$ cat config.mk
export PLATFORM = sky130hd
export DESIGN_NAME = scoreboard_dispatch
export DESIGN_NICKNAME = d
export VERILOG_FILES = /design/src/rtl/rv32i_types_pkg.sv /design/src/rtl/reg_scoreboard.sv /design/src/rtl/scoreboard_dispatch.sv
export SDC_FILE = /design/constraint.sdc
export NUM_CORES = 1
export LEC_CHECK = 0
export ABC_AREA = 1
export BUFFER_PORTS_ARGS = -buffer_cell sky130_fd_sc_hd__buf_2
export CAP_MARGIN = 20
export CORE_ASPECT_RATIO = 1.4
export CORE_MARGIN = 10
export CORE_UTILIZATION = 35
export DETAILED_ROUTE_END_ITERATION = 10
export MAX_ROUTING_LAYER = met4
export SLEW_MARGIN = 20
export SYNTH_ARGS = -nofsm -noshare
export SYNTH_HDL_FRONTEND = slang
export SYNTH_SLANG_ARGS = --single-unit
$ cat constraint.sdc
create_clock -name CLK -period 3.1 [get_ports CLK]
set_clock_uncertainty 0.2 [all_clocks]
set_input_delay 0.155 -clock CLK [delete_from_list [all_inputs] [get_ports CLK]]
set_output_delay 0.155 -clock CLK [all_outputs]
set_load 0.02 [all_outputs]
$ cat src/rtl/rv32i_types_pkg.sv
// rtl/rv32i_types_pkg.sv - shared scalar functional-unit types for the dispatch slice
// Purpose: scalar_fu_t unit encoding, NUM_SFU and the dispatch holding-state type.
// Ports: none (package).
package rv32i_types_pkg;

  localparam int NUM_SFU = 4;

  typedef enum logic [1:0] {
    ARITH_S     = 2'd0,
    MUL_S       = 2'd1,
    DIV_S       = 2'd2,
    LOADSTORE_S = 2'd3
  } scalar_fu_t;

  typedef enum logic {
    EMPTY = 1'b0,
    HELD  = 1'b1
  } dispatch_state_t;

endpackage

$ cat src/rtl/reg_scoreboard.sv
// rtl/reg_scoreboard.sv - 32-entry register busy scoreboard with x0 tied clear
// Purpose: tracks which architectural registers have a write outstanding.
// Ports:
//   CLK, nRST        clock, asynchronous active-low reset
//   set_en, set_idx  mark set_idx busy (issue of a writing instruction)
//   clr_en, clr_idx  mark clr_idx free (writeback)
//   busy             registered busy vector, bit 0 always 0
module reg_scoreboard (
  input  logic        CLK,
  input  logic        nRST,
  input  logic        set_en,
  input  logic [4:0]  set_idx,
  input  logic        clr_en,
  input  logic [4:0]  clr_idx,
  output logic [31:0] busy
);

  // Only bits 31..1 are stored; x0 can never be busy.
  logic [31:1] busy_q;
  logic [31:0] set_mask;
  logic [31:0] clr_mask;
  logic [31:0] busy_d;

  assign busy = {busy_q, 1'b0};

  always_comb begin
    set_mask = set_en ? (32'd1 << set_idx) : 32'd0;
    clr_mask = clr_en ? (32'd1 << clr_idx) : 32'd0;
    // Clear first, then set: an issue and a writeback to the same register
    // in one cycle leaves the new write outstanding.
    busy_d   = (busy & ~clr_mask) | set_mask;
  end

  always_ff @(posedge CLK or negedge nRST) begin
    if (!nRST) begin
      busy_q <= '0;
    end else begin
      busy_q <= busy_d[31:1];
    end
  end

endmodule

$ cat src/rtl/scoreboard_dispatch.sv
// rtl/scoreboard_dispatch.sv - single-entry in-order dispatch with RAW/WAW/structural stall
// Purpose: holds one decoded instruction and issues it when its registers are
//   free in the scoreboard and its functional unit is not busy.
// Ports:
//   CLK, nRST                      clock, asynchronous active-low reset
//   dec_valid, dec_ready           decode handshake
//   sfu_type, reg_rs1/rs2/rd, wen  decoded instruction fields
//   fu_busy[NUM_SFU]               per-unit busy, indexed by scalar_fu_t
//   issue_valid, issue_fu          issue strobe and target unit
//   issue_rs1/rs2/rd, issue_wen    held instruction fields
//   wb_valid, wb_rd                writeback completion
//   flush                          discard the held instruction
//   stall_count                    (only with DISPATCH_STALL_COUNTER_EN) cycles held without issue
module scoreboard_dispatch
  import rv32i_types_pkg::*;
(
  input  logic               CLK,
  input  logic               nRST,
  input  logic               dec_valid,
  output logic               dec_ready,
  input  scalar_fu_t         sfu_type,
  input  logic [4:0]         reg_rs1,
  input  logic [4:0]         reg_rs2,
  input  logic [4:0]         reg_rd,
  input  logic               wen,
  input  logic [NUM_SFU-1:0] fu_busy,
  output logic               issue_valid,
  output scalar_fu_t         issue_fu,
  output logic [4:0]         issue_rs1,
  output logic [4:0]         issue_rs2,
  output logic [4:0]         issue_rd,
  output logic               issue_wen,
  input  logic               wb_valid,
  input  logic [4:0]         wb_rd,
  input  logic               flush
`ifdef DISPATCH_STALL_COUNTER_EN
  ,
  output logic [31:0]        stall_count
`endif
);

  dispatch_state_t state_q, state_d;
  scalar_fu_t      held_fu;
  logic [4:0]      held_rs1, held_rs2, held_rd;
  logic            held_wen;
  logic [31:0]     sb;
  logic            hazard;
  logic            accept;

  // Hazard uses the registered scoreboard only; a same-cycle writeback
  // releases the stall one cycle later.
  assign hazard = sb[held_rs1] | sb[held_rs2] | (held_wen & sb[held_rd]);
  assign accept = dec_valid & dec_ready;

  always_ff @(posedge CLK or negedge nRST) begin
    if (!nRST) begin
      state_q <= EMPTY;
    end else begin
      state_q <= state_d;
    end
  end

  always_comb begin
    state_d = state_q;
    if (accept) begin
      state_d = HELD;
    end else if (issue_valid || flush) begin
      state_d = EMPTY;
    end
  end

  always_comb begin
    issue_valid = (state_q == HELD) & ~hazard & ~fu_busy[held_fu] & ~flush;
    dec_ready   = (state_q == EMPTY) | issue_valid | flush;
  end

  always_ff @(posedge CLK or negedge nRST) begin
    if (!nRST) begin
      held_fu  <= ARITH_S;
      held_rs1 <= '0;
      held_rs2 <= '0;
      held_rd  <= '0;
      held_wen <= 1'b0;
    end else if (accept) begin
      held_fu  <= sfu_type;
      held_rs1 <= reg_rs1;
      held_rs2 <= reg_rs2;
      held_rd  <= reg_rd;
      held_wen <= wen;
    end
  end

  assign issue_fu  = held_fu;
  assign issue_rs1 = held_rs1;
  assign issue_rs2 = held_rs2;
  assign issue_rd  = held_rd;
  assign issue_wen = held_wen;

  reg_scoreboard u_sb (
    .CLK     (CLK),
    .nRST    (nRST),
    .set_en  (issue_valid & held_wen & (held_rd != 5'd0)),
    .set_idx (held_rd),
    .clr_en  (wb_valid),
    .clr_idx (wb_rd),
    .busy    (sb)
  );

`ifdef DISPATCH_STALL_COUNTER_EN
  // Counts every held-but-not-issued cycle, including flush cycles; wraps.
  always_ff @(posedge CLK or negedge nRST) begin
    if (!nRST) begin
      stall_count <= '0;
    end else if ((state_q == HELD) && !issue_valid) begin
      stall_count <= stall_count + 32'd1;
    end
  end
`endif

endmodule

Word-level counts from Yosys, hierarchy flattened
Index checks and enable logic that the tools add are counted.
Word-level totals
  bits in registers: 50
  output and inout bits: 20
  input bits: 32
  word-level logic and storage cells: 46
Operators by class
  shifts and indexed selects: 2
  muxes and demuxes: 12
  bitwise gates (word level): 18
  reductions and logical operators: 3
  order comparisons: 4
Operators by type and width (count)
  $mux 32: 2
  $shl 1x5->32 const A: 2
  $and 32x32->32: 1
  $not 32->32: 1
  $or 32x32->32: 1
  $lt 5x6->1 const B: 3
  $bmux 1 s5: 3
  $and 1x1->1: 7
  $mux 1: 6
  $reduce_bool 5->1: 1
  $not 1->1: 4
  $or 1x1->1: 4
  $lt 2x3->1 const B: 1
  $bmux 1 s2: 1
  $reduce_bool 2->1: 1
  $logic_or 1x1->1: 1

Logic depth before layout (Yosys ltp)
Gate-level depths: netlist of the first run.
  word-level depth: 12
  depth in mapped cells: 17
  depth with buffers taken out: 14

Hierarchy
Synthesis of the first run repeated with hierarchy kept, for this count alone.
Unflattened totals
  cells, all modules: 568
  area, all modules: 3528.4 um^2
Modules (own cells, without submodules)
  scoreboard_dispatch: times used 1, area each 1928.1 um^2, cells each 351
  reg_scoreboard: times used 1, area each 1600.3 um^2, cells each 217

Least setup slack after synthesis of the first run
No wires, ideal clock.
  path type: reg-to-reg
  from: register held_rs1[0], in the netlist issue_rs1[0]
  to: register held_fu[0], in the netlist issue_fu[0]
  stages on the path, launching flop included: 17
  arrival time: 1841 ps
  library setup time: 66 ps
  period minus slack after synthesis: 2106 ps
  slack: 994 ps
  path buffers: 3
  required time: 2834 ps
  cell sequence: dfrtp_1 > buf_6 > inv_4 > buf_6 > nand2_1 > nand3_1 > nand3_1 > nand3_1 > nand2_1 > nand2_1 > nand2_1 > nor2_2 > nand3_2 > nand2_2 > buf_2 > nand3_1 > nand2_1
Between the ends
  word-level cells in the longest chain between the ends: 11
Ends and longest elaborated chain
  start: declaration: RTL line scoreboard_dispatch.sv:44  | logic [4:0] held_rs1, held_rs2, held_rd;
  start signal: assignment: RTL line scoreboard_dispatch.sv:86  | held_rs1 <= reg_rs1;
  $bmux 1 s5: RTL line scoreboard_dispatch.sv:52  | assign hazard = sb[held_rs1] | sb[held_rs2] | (held_wen & sb[held_rd]);
  $mux 1 (not written as such): RTL line scoreboard_dispatch.sv:52
  $or 1x1->1 (2 in series): RTL line scoreboard_dispatch.sv:52
  $not 1->1: RTL line scoreboard_dispatch.sv:73  | issue_valid = (state_q == HELD) & ~hazard & ~fu_busy[held_fu] & ~flush;
  $and 1x1->1 (3 in series): RTL line scoreboard_dispatch.sv:73
  $or 1x1->1 (2 in series): RTL line scoreboard_dispatch.sv:74  | dec_ready = (state_q == EMPTY) | issue_valid | flush;
  net dec_ready: RTL line scoreboard_dispatch.sv:20  | output logic dec_ready,
  $and 1x1->1: RTL line scoreboard_dispatch.sv:53  | assign accept = dec_valid & dec_ready;
  end signal: assignment: RTL line scoreboard_dispatch.sv:85  | held_fu <= sfu_type;
  end: declaration: RTL line scoreboard_dispatch.sv:43  | scalar_fu_t held_fu;
The timed path passes the listed nets, and every way through them passes these cells. The select of a mux whose other input is x is not followed.
A chain may end at the register's enable or synchronous reset.

Final worst setup path of the first run
  from: register held_rd[0], in the netlist issue_rd[0]
  to: output issue_valid
Between the ends
  word-level cells in the longest chain between the ends: 8
Ends and longest elaborated chain
  start: declaration: RTL line scoreboard_dispatch.sv:44
  start signal: assignment: RTL line scoreboard_dispatch.sv:88  | held_rd <= reg_rd;
  $bmux 1 s5: RTL line scoreboard_dispatch.sv:52
  $mux 1 (not written as such): RTL line scoreboard_dispatch.sv:52
  $and 1x1->1: RTL line scoreboard_dispatch.sv:52
  $or 1x1->1: RTL line scoreboard_dispatch.sv:52
  $not 1->1: RTL line scoreboard_dispatch.sv:73
  $and 1x1->1 (3 in series): RTL line scoreboard_dispatch.sv:73
  end: declaration: RTL line scoreboard_dispatch.sv:27  | output logic issue_valid,
Every way passes these cells. The select of a mux whose other input is x is not followed.

==> implementation parameters, run 1 <==
Parameter                              Value

Synthesis
  Post-synthesis sequential area ratio    35.9%
  Average cell area after synthesis    6.44 um^2
  Summed instance area of the synthesized netlist    0.00349 mm^2
  Number of flops mapped to enable cells by yosys    0
  Synth Net Count    573
  Distinct cells, synth    26
  Share of flip-flops with an asynchronous set or reset    100%
  Gate count after technology mapping    541
  Number of synthesis warnings    0
  Most used DFF post-synth    dfrtp_1
  Seq cells post-synth    50

Floorplanning
  Vertical die dimension    138 um
  Width of the die    104 um
  Initial cell density of the core    35.4%
  Number of ports placed on the die boundary    52
  Standard-cell row count    43
  Die footprint    0.0144 mm^2
  Floorplan Core Area    0.00985 mm^2

Layout
  Most common library cell in the layout ignoring fill and taps    nand2_1
  Non-Filler Instances    734
  # fillers    1063
  Count of inserted antenna diode cells    0
  Layout cells sized above 1    13.5%
  Growth of design area from synthesis to finish    19.9%
  Multi-input gate area    0.00182 mm^2
  Total Nets Final    631
  Reg area    0.00125 mm^2
  Highest-count cells in the layout ignoring fill and taps    nand2_1 (139), nand3_1 (118), inv_1 (59), nor2_1 (52), buf_2 (51)

Clock tree
  CTS Root Buffer Type    clkbuf_16
  Post-CTS clock slew at the launch and capture registers of the worst setup and hold paths    70 ps
  CTS Buf Count    5
  Clock tree buffer depth    2
  H-tree depth    2
  CTS sink count    50
  TritonCTS clock tree    done
  Clock latency at the later pin of the worst-skew pair    300 ps

Global route
  Number of global-route vias before repair    3824
  Number of antenna violations at the first check in global routing    0
  Global-route wire length before repair    20.0 mm
  Largest net degree at the start of global routing    32
  Grt total ovfl    0
  Global routing usage summed across all routing layers    17.4%

Timing
  Max frequency    354 MHz
  Final hold vios    0
  Final period utilization    91.2%
  Finish-stage setup viols    0
  Total Negative Setup Slacks    0 ps
  Shortest clock period the worst path allows after layout    2830 ps
  Worst slew margin relative to its limit    33.8%
  RSZ-0062 raised after global routing    no
  Worst-margin pin slew    991 ps
  Count of pins over their slew limit    0

Power and ir drop
  Power share of the sequential group    35.7%
  Clock power share    26.4%
  Power Density    587 mW/mm^2
  Switching fraction of total power    41.6%
  Internal power component    1430 uW
  Switching power summed over all nets    1020 uW
  Max rail drop VDD    197 uV
  Leakage dissipation    0.00210 uW
  Combinational group share of total power    37.8%

Worst setup path
  Length in cells of the worst reg-to-reg path    13
  Worst Path Max Fanout    14
  Type of the worst setup path    reg2out
  Worst EP arrival    2470 ps
  Sort of element at the end of the critical path    primary output
  Flop-to-flop setup slack    510 ps
  Terminus of the critical flop-to-flop path    u_sb.busy_q[12]$_DFF_PN0_
  Startpoint of the lowest-slack register-to-register path    issue_rd[0]$_DFFE_PN0P_
  Critical Path Start Type    flip-flop
  Data required time at the worst endpoint    2740 ps

Route
  Detailed-route DRC error count    0
  WL final    12.1 mm
  First-pass iteration count of the detailed router    5
  Via density per instance    5.18
  Number of design-rule violations left by the first detailed-router iteration    255
  Vias    3805
  Wire length per cell after detailed routing    16.5 um
  Antenna-violating nets left    0

Hold path
  Source of the worst hold timing path    flush
  Worst hold-check path type    in2reg
  Cell depth of the worst min-delay path    4
  End of the worst hold path    u_sb.busy_q[4]$_DFF_PN0_

Outcome
  Run status    finished clean

Placed design
  Cell total after placement    708
  RD Place Congestion    0.911
  Dpl hpwl    9.04 mm
  IO Port Bufs    51

Job
  Maximum capacitance violations    0
## routing by layer
| layer | global-route usage (%) | up-vias | share of wire (%) |
|---|---|---|---|
| met4 | 8.38 | 0 | 3.4 |
| met2 | 30.0 | 129 | 53 |
| li1 | - | 1878 | - |
| met3 | 3.49 | 31 | 5.0 |
| met5 | - | - | 0 |
| met1 | 18.6 | 1767 | 39 |
## synthesized netlist by cell type (2+ instances only)
master | count | area (um^2)
nand2_1 | 139 | 522
nand3_1 | 118 | 591
inv_1 | 59 | 221
nor2_1 | 52 | 195
dfrtp_1 | 50 | 1250
o21ai_0 | 44 | 220
a21oi_1 | 14 | 70.1
clkbuf_1 | 11 | 41.3
buf_4 | 8 | 60.1
nor3_1 | 8 | 40.0
o211ai_1 | 7 | 52.6
buf_6 | 5 | 56.3
nor4_1 | 5 | 31.3
buf_1 | 3 | 11.3
nand2_2 | 3 | 18.8
nor2_2 | 3 | 18.8
buf_2 | 2 | 10.0
inv_2 | 2 | 7.51
## stage by stage
stage / hold slack, ps / utilization [%] / setup slack, ps / power, uW / instance area (um^2)
finish: 23.5 / 42.4 / 272 / 2450 / 4180
global route: 51.6 / 42.4 / 79.1 / 2610 / 4180
CTS: 16.1 / 42.4 / 220 / 2460 / 4180
detailed placement: 13.9 / 38.8 / 485 / 1790 / 3820
global placement: 13.4 / 38.8 / 543 / 1780 / 3820
floorplan: -341 / - / 994 / 1500 / 3490
## worst max path at each step
stage / startpoint / endpoint / slack [ps]
final: issue_rd[0]$_DFFE_PN0P_ / issue_valid / 270
after global placement: issue_rs2[0]$_DFFE_PN0P_ / issue_rs2[0]$_DFFE_PN0P_ / 540
after floorplan: issue_rs1[0]$_DFFE_PN0P_ / issue_fu[0]$_DFFE_PN0P_ / 990
after CTS: issue_rs2[0]$_DFFE_PN0P_ / issue_valid / 220
after detailed placement: issue_rs2[0]$_DFFE_PN0P_ / issue_rs2[0]$_DFFE_PN0P_ / 490
after global routing: issue_rd[0]$_DFFE_PN0P_ / issue_valid / 80
## registers in the layout, indices dropped and copies added (netlist names)
| register | count |
|---|---|
| state_q | 1 |
| issue_fu | 2 |
| issue_wen | 1 |
| u_sb.busy_q | 31 |
| issue_rs2 | 5 |
| issue_rd | 5 |
| issue_rs1 | 5 |
## power by group through the flow
stage                     combinational [uW]  clock [uW]  sequential, uW
after floorplan                          626           0             878
after global placement                   894           0             882
after global routing                    1040         686             892
after CTS                                925         662             872
after detailed placement                 902           0             884
final                                    928         648             877
## critical path, cell delays in order (launching register included)
cell	delay (ps)
dfrtp_1	630
inv_2	140
nand2_1	210
nor2_1	70
nor2_1	90
nand3_1	80
nand3_1	120
nand3_1	80
nand3_1	90
nand3_2	120
nor2_4	290
buf_2	240
## cell type report
cell class                 count  area share (%)
tap                          135            4.04
sequential                    50            30.0
multi-input combinational    399            43.5
clock inverter                 1           0.719
clock buffer                   6            3.32
timing repair buffer          80            12.8
inverter                      63            5.72
## cells by family after synthesis
logic type	Yosys count	share of synthesized area, %
simple gates	332	41.8
flops	50	35.9
compound gates	67	10.3
buf+inv	92	12.0
## repair_timing
item                       CTS  global route
setup buffers                0             0
gates resized for setup      0             1
hold buffers                19             0
setup endpoints to repair    0             2
hold endpoints to repair    43             0
No activity file was read; power rests on OpenSTA's default activity.
==> inputs of run 2 (changes only) <==
Settings changed: CORE_MARGIN 10 to unset, SYNTH_HIERARCHICAL set to 1.
==> implementation parameters, run 2 <==
Parameter                              Value

Outcome
  Run status    finished clean

Synthesis
  Gate count after technology mapping    568
  Largest family of logic cells by synthesized area    simple AND/OR/NAND/NOR gates
  Summed instance area of the synthesized netlist    0.00353 mm^2
  Fraction of post-synthesis cell area in the top cell type by area    35.5%
  Most used standard cells in the synthesized netlist    nand2_1 (246), nand3_1 (98), inv_1 (53)
  Distinct cells, synth    24
  Share of flip-flops with an asynchronous set or reset    100%
  Most used DFF post-synth    dfrtp_1
  Cells taking the most area after synthesis    dfrtp_1 (35%), nand2_1 (26%), nand3_1 (14%)
  Dominant cell type by area after synthesis    dfrtp_1
  Post-synthesis sequential area ratio    35.5%
  Seq cells post-synth    50
  Number of synthesis warnings    6
  Synth Net Count    600
  Post-synthesis share of cell area spent on full adders, half adders and majority gates    0%
  Number of flops mapped to enable cells by yosys    0
  Compound-Gate Fraction of Synth Area    5.21%
  Most frequent cell after synthesis    nand2_1
  Fraction of synthesized area in multiplexers    0%
  XOR/XNOR share of the synthesized area    0%
  Average cell area after synthesis    6.21 um^2
  Post-Synth Simple-Gate Area    47.3%

Layout
  Count of inserted antenna diode cells    0
  Most common library cell in the layout ignoring fill and taps    nand2_1
  Max FFs per register    31
  Total Nets Final    660
  Non-Filler Instances    764
  # fillers    1069
  Top reg by flops    u_sb/busy_q
  Highest-count cells in the layout ignoring fill and taps    nand2_1 (246), nand3_1 (98), inv_1 (53), buf_2 (51), dfrtp_1 (49)
  Growth of design area from synthesis to finish    19.1%
  Layout cells sized above 1    13.5%

Route
  Vias    3823
  Detailed-route DRC error count    0
  Antenna-violating nets left    0
  First-pass iteration count of the detailed router    5
  Number of design-rule violations left by the first detailed-router iteration    201
  Wire length per cell after detailed routing    14.4 um
  Via density per instance    5.00
  WL final    11.0 mm

Global route
  Global routing usage summed across all routing layers    22.7%
  Global-route wire length before repair    17.9 mm
  Largest net degree at the start of global routing    29
  Number of antenna violations at the first check in global routing    0
  Most used routing layer    met2
  M3 GR Usage    2.46%
  Global-route track usage on met2    37.4%
  Grt total ovfl    0
  Number of global-route vias before repair    3660
  Met1 GRT Util    27.2%

Worst setup path
  Most used cell along the critical path    nand2_1
  Data required time at the worst endpoint    2740 ps
  Critical Path Stages    13
  Critical-path cell list    buf_4 -> nor2_1 -> nor2_1 -> nand2_1 -> nand2_1 -> nand2_1 -> nand3_1 -> nand3_1 -> nand2_1 -> nor2_2 -> nand3_2 -> nand2_2 -> buf_2
  Worst Path Max Fanout    21
  Length in cells of the worst reg-to-reg path    16
  Type of the worst setup path    reg2out
  Worst EP arrival    2360 ps
  CP top delay family    simple AND/OR/NAND/NOR gates
  Peak per-stage delay on the critical path    500 ps
  Critical Path Start Type    flip-flop
  Number of buffer and inverter instances along the worst setup path    2
  Flop-to-flop setup slack    500 ps
  Sort of element at the end of the critical path    primary output
  Master of the slowest instance on the critical path    dfrtp_1

Floorplanning
  Floorplan Core Area    0.00985 mm^2
  Width of the die    86.9 um
  Initial cell density of the core    35.8%
  Die footprint    0.0105 mm^2
  Vertical die dimension    121 um
  Number of ports placed on the die boundary    52
  Standard-cell row count    43

Clock tree
  CTS Buf Count    5
  CTS sink count    50
  Clock latency at the later pin of the worst-skew pair    290 ps
  Buffers inserted during post-CTS setup optimization    0
  H-tree depth    2
  TritonCTS clock tree    done
  Post-CTS clock slew at the launch and capture registers of the worst setup and hold paths    70 ps
  Clock tree buffer depth    2
  CTS Root Buffer Type    clkbuf_16

Hold path
  Cell depth of the worst min-delay path    4
  Worst hold-check path type    in2reg

Power and ir drop
  Leakage dissipation    0.00224 uW
  Max rail drop VDD    252 uV
  Power Density    571 mW/mm^2

Timing
  Finish-stage setup viols    0
  RSZ-0062 raised after global routing    no
  Max frequency    368 MHz
  Worst-margin pin slew    544 ps
  Count of pins over their slew limit    0
  Final hold vios    0
  Final period utilization    87.6%
  Total Negative Setup Slacks    0 ps
  Worst slew margin relative to its limit    63.7%
  Shortest clock period the worst path allows after layout    2720 ps
  Worst Hold Margin    56.4 ps

Placed design
  Cell total after placement    737
  RD Place Congestion    0.955
  IO Port Bufs    51
  Dpl hpwl    8.48 mm

Job
  Maximum capacitance violations    0
[run 2: cell families after synthesis]
family / Yosys count
compound gates: 34
buf+inv: 88
flops: 50
other cells: 1
simple gates: 395
[run 2: layout make-up]
class | count | area, um^2 | share of cell area [%]
Inverter | 59 | 221 | 5.27
Clock inverter | 2 | 37.5 | 0.893
Timing Repair Buffer | 82 | 536 | 12.7
Clock buffer | 6 | 129 | 3.07
Tap cell | 135 | 169 | 4.02
Sequential cell | 50 | 1250 | 29.8
Multi-Input combinational cell | 430 | 1860 | 44.2
[run 2: worst paths after layout]
kind,startpoint,end
worst max-delay path,issue_rs2[0]$_DFFE_PN0P_,dec_ready
worst min register to register,u_sb/busy_q[6]$_DFF_PN0_,u_sb/busy_q[6]$_DFF_PN0_
max in group asynchronous,nRST,u_sb/busy_q[20]$_DFF_PN0_
worst max register to register,issue_rs2[0]$_DFFE_PN0P_,u_sb/busy_q[4]$_DFF_PN0_
min in group asynchronous,nRST,issue_fu[1]$_DFFE_PN0P_
worst min-delay path,wb_rd[3],u_sb/busy_q[10]$_DFF_PN0_
[run 2: what timing repair did]
| item | 4_1_cts | 5_1_grt |
|---|---|---|
| hold endpoints to repair | 39 | 0 |
| hold buffers | 19 | 0 |
| gates resized for setup | 0 | 1 |
| setup endpoints to repair | 0 | 1 |
[run 2: tightest hold or removal path: stages]
cell and delay [ps]:
buf_2 170, nand3_1 100, nand2_1 40, nand2_1 50
[run 2: metal layers]
layer | part of all wire (%) | vias to the layer above | wire, um
met5 | 0 | - | 0
met4 | 4.3 | 0 | 468
met3 | 3.8 | 36 | 415
met2 | 50 | 134 | 5530
li1 | - | 1903 | -
met1 | 42 | 1750 | 4570
[run 2: per-stage QoR]
step                      area (um^2)  worst slack (ps)  total power [uW]  utilization, %
after detailed placement         3840               396              1760            39.1
after CTS                        4200               204              2410            42.7
after global placement           3840               452              1750            39.1
after global routing             4200               167              2570            42.7
final                            4200               384              2400            42.7
after floorplan                  3530               718              1510               -
[run 2: where the power goes]
group          switching (uW)  internal (uW)  total, uW
Clock                     243            381        625
Sequential                134            740        874
Combinational             594            306        901
